## config.mk

```make
export PLATFORM = sky130hd
export DESIGN_NAME = vending_buyer_flat
export DESIGN_NICKNAME = d
export VERILOG_FILES = /design/src/rtl/vending_pkg.sv /design/src/rtl/vending_buyer_if.sv /design/src/rtl/vending_expect.sv /design/src/rtl/vending_buyer.sv /design/src/flat_wrapper.sv
export SDC_FILE = /design/constraint.sdc
export NUM_CORES = 1
export LEC_CHECK = 0
export ABC_AREA = 1
export CORE_ASPECT_RATIO = 1.5
export CORE_MARGIN = 3
export CORE_UTILIZATION = 47
export DETAILED_ROUTE_END_ITERATION = 10
export GPL_ROUTABILITY_DRIVEN = 0
export PLACE_DENSITY_LB_ADDON = 0.2
export SLEW_MARGIN = 40
export SYNTH_ARGS = -nofsm -noshare
export SYNTH_HDL_FRONTEND = slang
export SYNTH_SLANG_ARGS = --single-unit
```

## constraint.sdc

```tcl
create_clock -name clk -period 1.9 [get_ports clk]
set_input_delay 0.38 -clock clk [delete_from_list [all_inputs] [get_ports clk]]
set_output_delay 0.38 -clock clk [all_outputs]
set_load 0.02 [all_outputs]
```

## src/rtl/vending_pkg.sv

```systemverilog
// vending_pkg: shared coin/item/change/plan codes and buyer state encoding.
package vending_pkg;

    localparam logic [1:0] MONEY_NONE = 2'b00;
    localparam logic [1:0] MONEY_10   = 2'b01;
    localparam logic [1:0] MONEY_50   = 2'b10;

    localparam logic [1:0] ITEM_NONE  = 2'b00;
    localparam logic [1:0] ITEM_20    = 2'b01;
    localparam logic [1:0] ITEM_50    = 2'b10;

    localparam logic [1:0] CHG_0      = 2'b00;
    localparam logic [1:0] CHG_10     = 2'b01;
    localparam logic [1:0] CHG_30     = 2'b10;
    localparam logic [1:0] CHG_40     = 2'b11;

    localparam logic [1:0] PLAN_10_10 = 2'b00;
    localparam logic [1:0] PLAN_10_50 = 2'b01;
    localparam logic [1:0] PLAN_50    = 2'b10;
    localparam logic [1:0] PLAN_BAD   = 2'b11;

    typedef enum logic [3:0] {
        S_IDLE, S_COIN1, S_GAP1, S_COIN2, S_GAP2, S_SEL, S_GAP3, S_WAIT, S_DONE
    } buyer_state_t;

endpackage

```

## src/rtl/vending_buyer_if.sv

```systemverilog
// vending_buyer_if: host request/result and vending_machine coin/select signals.
// VENDING_BUYER_STATS_EN adds the buy_count/err_count statistics.
interface vending_buyer_if;
    logic       req_valid;
    logic       req_ready;
    logic [1:0] req_plan;
    logic [1:0] req_item;
    logic [1:0] money;
    logic [1:0] select;
    logic [1:0] item;
    logic [1:0] change;
    logic       done;
    logic [1:0] got_item;
    logic [1:0] got_change;
    logic       err;
`ifdef VENDING_BUYER_STATS_EN
    logic [7:0] buy_count;
    logic [7:0] err_count;
`endif

    modport slave (
        input  req_valid, req_plan, req_item, item, change,
        output req_ready, money, select, done, got_item, got_change, err
`ifdef VENDING_BUYER_STATS_EN
        , buy_count, err_count
`endif
    );

    modport master (
        output req_valid, req_plan, req_item, item, change,
        input  req_ready, money, select, done, got_item, got_change, err
`ifdef VENDING_BUYER_STATS_EN
        , buy_count, err_count
`endif
    );
endinterface

```

## src/rtl/vending_expect.sv

```systemverilog
// vending_expect: decodes a plan/item pair into legality and the expected item/change.
module vending_expect
    import vending_pkg::*;
(
    input  logic [1:0] i_plan,
    input  logic [1:0] i_item,
    output logic [1:0] o_item,
    output logic [1:0] o_change,
    output logic       o_legal
);
    assign o_legal  = i_plan == PLAN_10_10 ||
                      (i_plan != PLAN_BAD && (i_item == ITEM_20 || i_item == ITEM_50));
    assign o_item   = i_plan == PLAN_10_10 ? ITEM_20 : i_item;
    assign o_change = i_plan == PLAN_10_10 ? CHG_0 :
                      i_plan == PLAN_10_50 ? (i_item == ITEM_20 ? CHG_40 : CHG_10) :
                                             (i_item == ITEM_20 ? CHG_30 : CHG_0);
endmodule

```

## src/rtl/vending_buyer.sv

```systemverilog
// vending_buyer: drives money/select pulses to vending_machine and checks its response.
// VENDING_BUYER_STATS_EN adds saturating buy_count/err_count outputs.
module vending_buyer
    import vending_pkg::*;
#(
    parameter int GAP     = 3,
    parameter int TIMEOUT = 8
) (
    input  logic           clk,
    input  logic           rst_n,
    vending_buyer_if.slave bus
);
    localparam int CW = $clog2((GAP > TIMEOUT ? GAP : TIMEOUT) + 2);

    buyer_state_t  r_state, w_next;
    logic [1:0]    r_plan, r_item, r_money, r_select, r_got_item, r_got_change;
    logic          r_err;
    logic [CW-1:0] r_cnt;
    logic [1:0]    w_plan, w_req_item, w_exp_item, w_exp_change;
    logic          w_legal, w_accept, w_last, w_post, w_gap, w_cap, w_tmo, w_gap_end, w_pulse;

    // In IDLE the decoder looks at the incoming request so legality is known at accept.
    assign w_plan     = r_state == S_IDLE ? bus.req_plan : r_plan;
    assign w_req_item = r_state == S_IDLE ? bus.req_item : r_item;

    vending_expect u_expect (
        .i_plan   (w_plan),
        .i_item   (w_req_item),
        .o_item   (w_exp_item),
        .o_change (w_exp_change),
        .o_legal  (w_legal)
    );

    assign w_accept  = r_state == S_IDLE && bus.req_valid;
    assign w_last    = r_state == S_SEL || (r_state == S_COIN2 && r_plan == PLAN_10_10);
    assign w_post    = w_last || r_state == S_GAP3 || r_state == S_WAIT ||
                       (r_state == S_GAP2 && r_plan == PLAN_10_10);
    assign w_gap     = r_state == S_GAP1 || r_state == S_GAP2 || r_state == S_GAP3;
    assign w_cap     = (w_post || w_gap) && bus.item != ITEM_NONE;
    assign w_tmo     = w_post && r_cnt == CW'(TIMEOUT - 1);
    assign w_gap_end = r_cnt == CW'(GAP);
    assign w_pulse   = w_next == S_COIN1 || w_next == S_COIN2 || w_next == S_SEL;

    always_comb begin
        w_next = r_state;
        case (r_state)
            S_IDLE:  w_next = !bus.req_valid ? S_IDLE : w_legal ? S_COIN1 : S_DONE;
            S_COIN1: w_next = S_GAP1;
            S_GAP1:  w_next = !w_gap_end ? S_GAP1 : r_plan == PLAN_50 ? S_SEL : S_COIN2;
            S_COIN2: w_next = S_GAP2;
            S_GAP2:  w_next = !w_gap_end ? S_GAP2 : r_plan == PLAN_10_10 ? S_WAIT : S_SEL;
            S_SEL:   w_next = S_GAP3;
            S_GAP3:  w_next = w_gap_end ? S_WAIT : S_GAP3;
            S_DONE:  w_next = S_IDLE;
            default: w_next = r_state;
        endcase
        if (w_cap || w_tmo) w_next = S_DONE;
    end

    // The counter restarts on every pulse, so it serves both gap timing and the timeout.
    always_ff @(posedge clk or negedge rst_n) begin
        if (!rst_n) begin
            r_state      <= S_IDLE;
            r_cnt        <= '0;
            r_plan       <= PLAN_10_10;
            r_item       <= ITEM_NONE;
            r_money      <= MONEY_NONE;
            r_select     <= ITEM_NONE;
            r_got_item   <= ITEM_NONE;
            r_got_change <= CHG_0;
            r_err        <= 1'b0;
        end else begin
            r_state  <= w_next;
            r_cnt    <= (r_state == S_IDLE || w_pulse) ? '0 : r_cnt + 1'b1;
            r_money  <= w_next == S_COIN1 ? (w_plan == PLAN_50 ? MONEY_50 : MONEY_10) :
                        w_next == S_COIN2 ? (r_plan == PLAN_10_10 ? MONEY_10 : MONEY_50) :
                                            MONEY_NONE;
            r_select <= w_next == S_SEL ? r_item : ITEM_NONE;
            if (w_accept) begin
                r_plan       <= bus.req_plan;
                r_item       <= bus.req_item;
                r_got_item   <= ITEM_NONE;
                r_got_change <= CHG_0;
                r_err        <= !w_legal;
            end else if (w_cap) begin
                r_got_item   <= bus.item;
                r_got_change <= bus.change;
                r_err        <= bus.item != w_exp_item || bus.change != w_exp_change;
            end else if (w_tmo) begin
                r_err        <= 1'b1;
            end
        end
    end

    assign bus.req_ready  = r_state == S_IDLE;
    assign bus.money      = r_money;
    assign bus.select     = r_select;
    assign bus.done       = r_state == S_DONE;
    assign bus.got_item   = r_got_item;
    assign bus.got_change = r_got_change;
    assign bus.err        = r_err;

`ifdef VENDING_BUYER_STATS_EN
    logic [7:0] r_buy_count, r_err_count;

    always_ff @(posedge clk or negedge rst_n) begin
        if (!rst_n) begin
            r_buy_count <= 8'd0;
            r_err_count <= 8'd0;
        end else if (r_state == S_DONE) begin
            if (r_err) r_err_count <= r_err_count == 8'hff ? r_err_count : r_err_count + 8'd1;
            else       r_buy_count <= r_buy_count == 8'hff ? r_buy_count : r_buy_count + 8'd1;
        end
    end

    assign bus.buy_count = r_buy_count;
    assign bus.err_count = r_err_count;
`endif
endmodule

```

## src/flat_wrapper.sv

```systemverilog
// flat-port wrapper written by rule: the top's interface ports become plain ports
module vending_buyer_flat import vending_pkg::*;
#(
    parameter int GAP     = 3,
    parameter int TIMEOUT = 8
)
  (clk, rst_n, bus_req_valid, bus_req_plan, bus_req_item, bus_item, bus_change, bus_req_ready, bus_money, bus_select, bus_done, bus_got_item, bus_got_change, bus_err);
  vending_buyer_if bus_i ();
  input  logic clk;
  input  logic rst_n;
  input wire logic [$bits(bus_i.req_valid)-1:0] bus_req_valid;
  input wire logic [$bits(bus_i.req_plan)-1:0] bus_req_plan;
  input wire logic [$bits(bus_i.req_item)-1:0] bus_req_item;
  input wire logic [$bits(bus_i.item)-1:0] bus_item;
  input wire logic [$bits(bus_i.change)-1:0] bus_change;
  output wire logic [$bits(bus_i.req_ready)-1:0] bus_req_ready;
  output wire logic [$bits(bus_i.money)-1:0] bus_money;
  output wire logic [$bits(bus_i.select)-1:0] bus_select;
  output wire logic [$bits(bus_i.done)-1:0] bus_done;
  output wire logic [$bits(bus_i.got_item)-1:0] bus_got_item;
  output wire logic [$bits(bus_i.got_change)-1:0] bus_got_change;
  output wire logic [$bits(bus_i.err)-1:0] bus_err;
  assign bus_i.req_valid = bus_req_valid;
  assign bus_i.req_plan = bus_req_plan;
  assign bus_i.req_item = bus_req_item;
  assign bus_i.item = bus_item;
  assign bus_i.change = bus_change;
  assign bus_req_ready = bus_i.req_ready;
  assign bus_money = bus_i.money;
  assign bus_select = bus_i.select;
  assign bus_done = bus_i.done;
  assign bus_got_item = bus_i.got_item;
  assign bus_got_change = bus_i.got_change;
  assign bus_err = bus_i.err;
  vending_buyer #(.GAP(GAP), .TIMEOUT(TIMEOUT)) u_core (.clk(clk), .rst_n(rst_n), .bus(bus_i));
endmodule
```

==> reports/qor.yml <==
finalHoldViolCount: 0
synth_cells: 179
setup-violations-final: 4
max_freq_ghz: 0.517
nNetsFinal: 240
synth_nets: 192
period_share_pct: 102
area.growth.synth_to_final_pct: 39.5
initial_core_util_pct: 51.0
switching_power_uw: 1650
cpMostUsedCell: "nand2_2"
vias_per_cell: 4.85
initialDrtViolationCount: 13
p_int_uw: 1750
cp.arrival_ns: 2.15
cellPowerDensity_nw_per_um2: 1890
hpwl_um: 2290
cts_tree: "yes"
synth_area_um2: 1290
required_ns: 2.11
synth_seq_cells: 21
setup_slack_ns: -0.0358
path_buf_inv: 1
power_frac_comb_pct: 71.9
root_buffer: "clkbuf_4"
post-route-drc-count: 0
drt-total-wl_um: 2920
io_buffer_count: 21
seq_power_share_pct: 21.6
dr.pass1.iters: 4
grt_max_degree: 22
die_h_um: 70.2
cp_slowest_cell: "dfrtp_1"
slew-limit-headroom_pct: 81.8
grt_setup_unrepaired: "yes"
antenna_found_initial: 0
yosysUniqueCellTypes: 19
cp-end-kind: "flop"
clkTransAtPathRegs_ns: 0.11
crit_type: "reg2reg"
vias: 1272
synth_area_per_cell_um2: 7.22
overflow: 0
die_w_um: 48.8
power_switching_share_pct: 48.4
clk_path_buf_depth: 2
io_pins: 22
seq_area_frac_synth_pct: 40.7
final.setup_skew_ns: 0.00369
num_antenna_cells: 0
mostFrequentLayoutCells: "38 x nand2_1, 29 x inv_1, 23 x buf_4"
critPathTopFamily: "simple AND/OR/NAND/NOR gates"
crit_fanout: 7
worst_pin_slew_ns: 0.273
finalSetupTns_ns: -0.117
max-vdd-ir-drop_v: 0.00103
grt_pass1_vias: 1243
die_area_um2: 3430
ant_nets: 0
grt_pass1_wl_um: 5130
p_leak_uw: 0.000961
insertion_delay_ns: 0.31
outcome: "complete, but fails checks"
final_common_cell: "nand2_1"
p_clk_share_pct: 6.4
drv_cap: 0
violations: "setup timing"
core.rowCount: 22
startpoint_type: "flop"
post_drt_wl_per_cell_um: 11.1
yosysWarnings: 0
grt.total_usage_pct: 19.3
clock-sinks: 21
layout-drive-gt1-share_pct: 27.9
cts_made_buffers: 3
worstPathCellList: "nor2_4 > nand2_4 > o21ai_4 > inv_1 > ha_1 > nand2_2 > nand2_1 > nand2_2 > nand2_2 > nor2_2 > nand2_4 > nand3_4 > nor2_1"
drv_slew: 0
post-place-ws_ns: -0.313
critPathMaxStageDelay_ns: 0.42
cts_max_level: 1
hold_class: "in2async"
min_period_ns: 1.94
core_area_um2: 2530
area by class of cell:
type / count / area [um^2]
Clock buffer: 4 / 26.3
Timing Repair Buffer: 44 / 373
Multi-Input combinational cell: 123 / 706
Inverter: 34 / 128
Fill cell: 205 / 729
Sequential cell: 21 / 526
Tap cell: 36 / 45.0
synth_stat cells, drive strengths merged:
library cell | instances | share of area (%)
xor2 | 5 | 3.4
ha | 2 | 1.9
o21ai | 14 | 5.4
clkinv | 1 | 0.29
inv | 33 | 9.6
nand2 | 51 | 18
nor2 | 32 | 12
nand3 | 16 | 7.0
buf | 1 | 0.39
dfrtp | 21 | 41
xnor2 | 1 | 0.68
o22ai | 2 | 0.97
kinds of logic after synthesis:
family / synth area share [%]
flip-flops: 40.7
AO/OA/AOI/OAI: 6.39
AND/OR/NAND/NOR: 36.7
adder cells (fa/ha/maj): 1.94
XOR/XNOR: 4.07
buffers and inverters: 10.3
worst paths after layout:
path | start | depth (start not counted) | slack (ns) | endpoint
setup / recovery | u_core.r_state[2] | 13 | -0.04 | u_core.r_cnt[3]
hold / removal | rst_n | 2 | 0.39 | u_core.bus.got_change[1]
setup reg to reg | u_core.r_state[2] | 13 | -0.04 | u_core.r_cnt[3]
hold reg to reg | u_core.r_cnt[0] | 1 | 0.48 | u_core.r_cnt[0]
max in group asynchronous | rst_n | 2 | 1.28 | u_core.bus.select[0]
min in group clk | u_core.r_cnt[0] | 1 | 0.48 | u_core.r_cnt[0]
timing repair:
item	CTS	global route
hold buffers	0	0
buffers inserted	4	0
resized for setup	10	14
pin swaps	0	3
endpoints found under the setup margin	10	11
worst register-to-register path: stages, from the launching register on:
cell,delay [ns]
dfrtp_1,0.42
nor2_4,0.15
nand2_4,0.10
o21ai_4,0.15
inv_1,0.06
ha_1,0.30
nand2_2,0.08
nand2_1,0.08
nand2_2,0.08
nand2_2,0.08
nor2_2,0.13
nand2_4,0.09
nand3_4,0.08
nor2_1,0.05
metrics by stage:
stage | area (um^2) | power, uW | hold slack (ns) | cells | utilization, %
floorplan | 1290 | 2070 | 0.0844 | 179 | -
global placement | 1690 | 2810 | 0.445 | 254 | 66.6
detailed placement | 1690 | 2860 | 0.472 | 254 | 66.6
CTS | 1760 | 3240 | 0.407 | 262 | 69.7
global route | 1800 | 3730 | 0.439 | 262 | 71.2
finish | 1800 | 3400 | 0.394 | 262 | 71.2
per-layer routing:
| metal | wire length, um | track usage [%] | vias to the layer above |
|---|---|---|---|
| met1 | 1130 | 20.8 | 598 |
| met3 | 96 | 2.99 | 7 |
| met4 | 60 | 8.23 | 0 |
| li1 | - | - | 640 |
| met2 | 1630 | 36.2 | 27 |
| met5 | 0 | 0 | - |
registers in the layout, indices dropped and copies added (netlist names):
register	count
u_core.r_item	2
u_core.bus.got_item	2
u_core.bus.select	2
u_core.r_cnt	4
u_core.bus.money	2
u_core.bus.got_change	2
u_core.r_plan	2
u_core.bus.err	1
u_core.r_state	4
power by group through the flow:
stage          Sequential, uW  Combinational [uW]  Clock [uW]
2_1_floorplan             831                1240           0
3_3_place_gp              740                2070           0
3_5_place_dp              747                2120           0
4_1_cts                   736                2280         223
5_1_grt                   760                2730         241
6_report                  736                2450         219
Note: power is estimated with default switching activity, not from simulation.
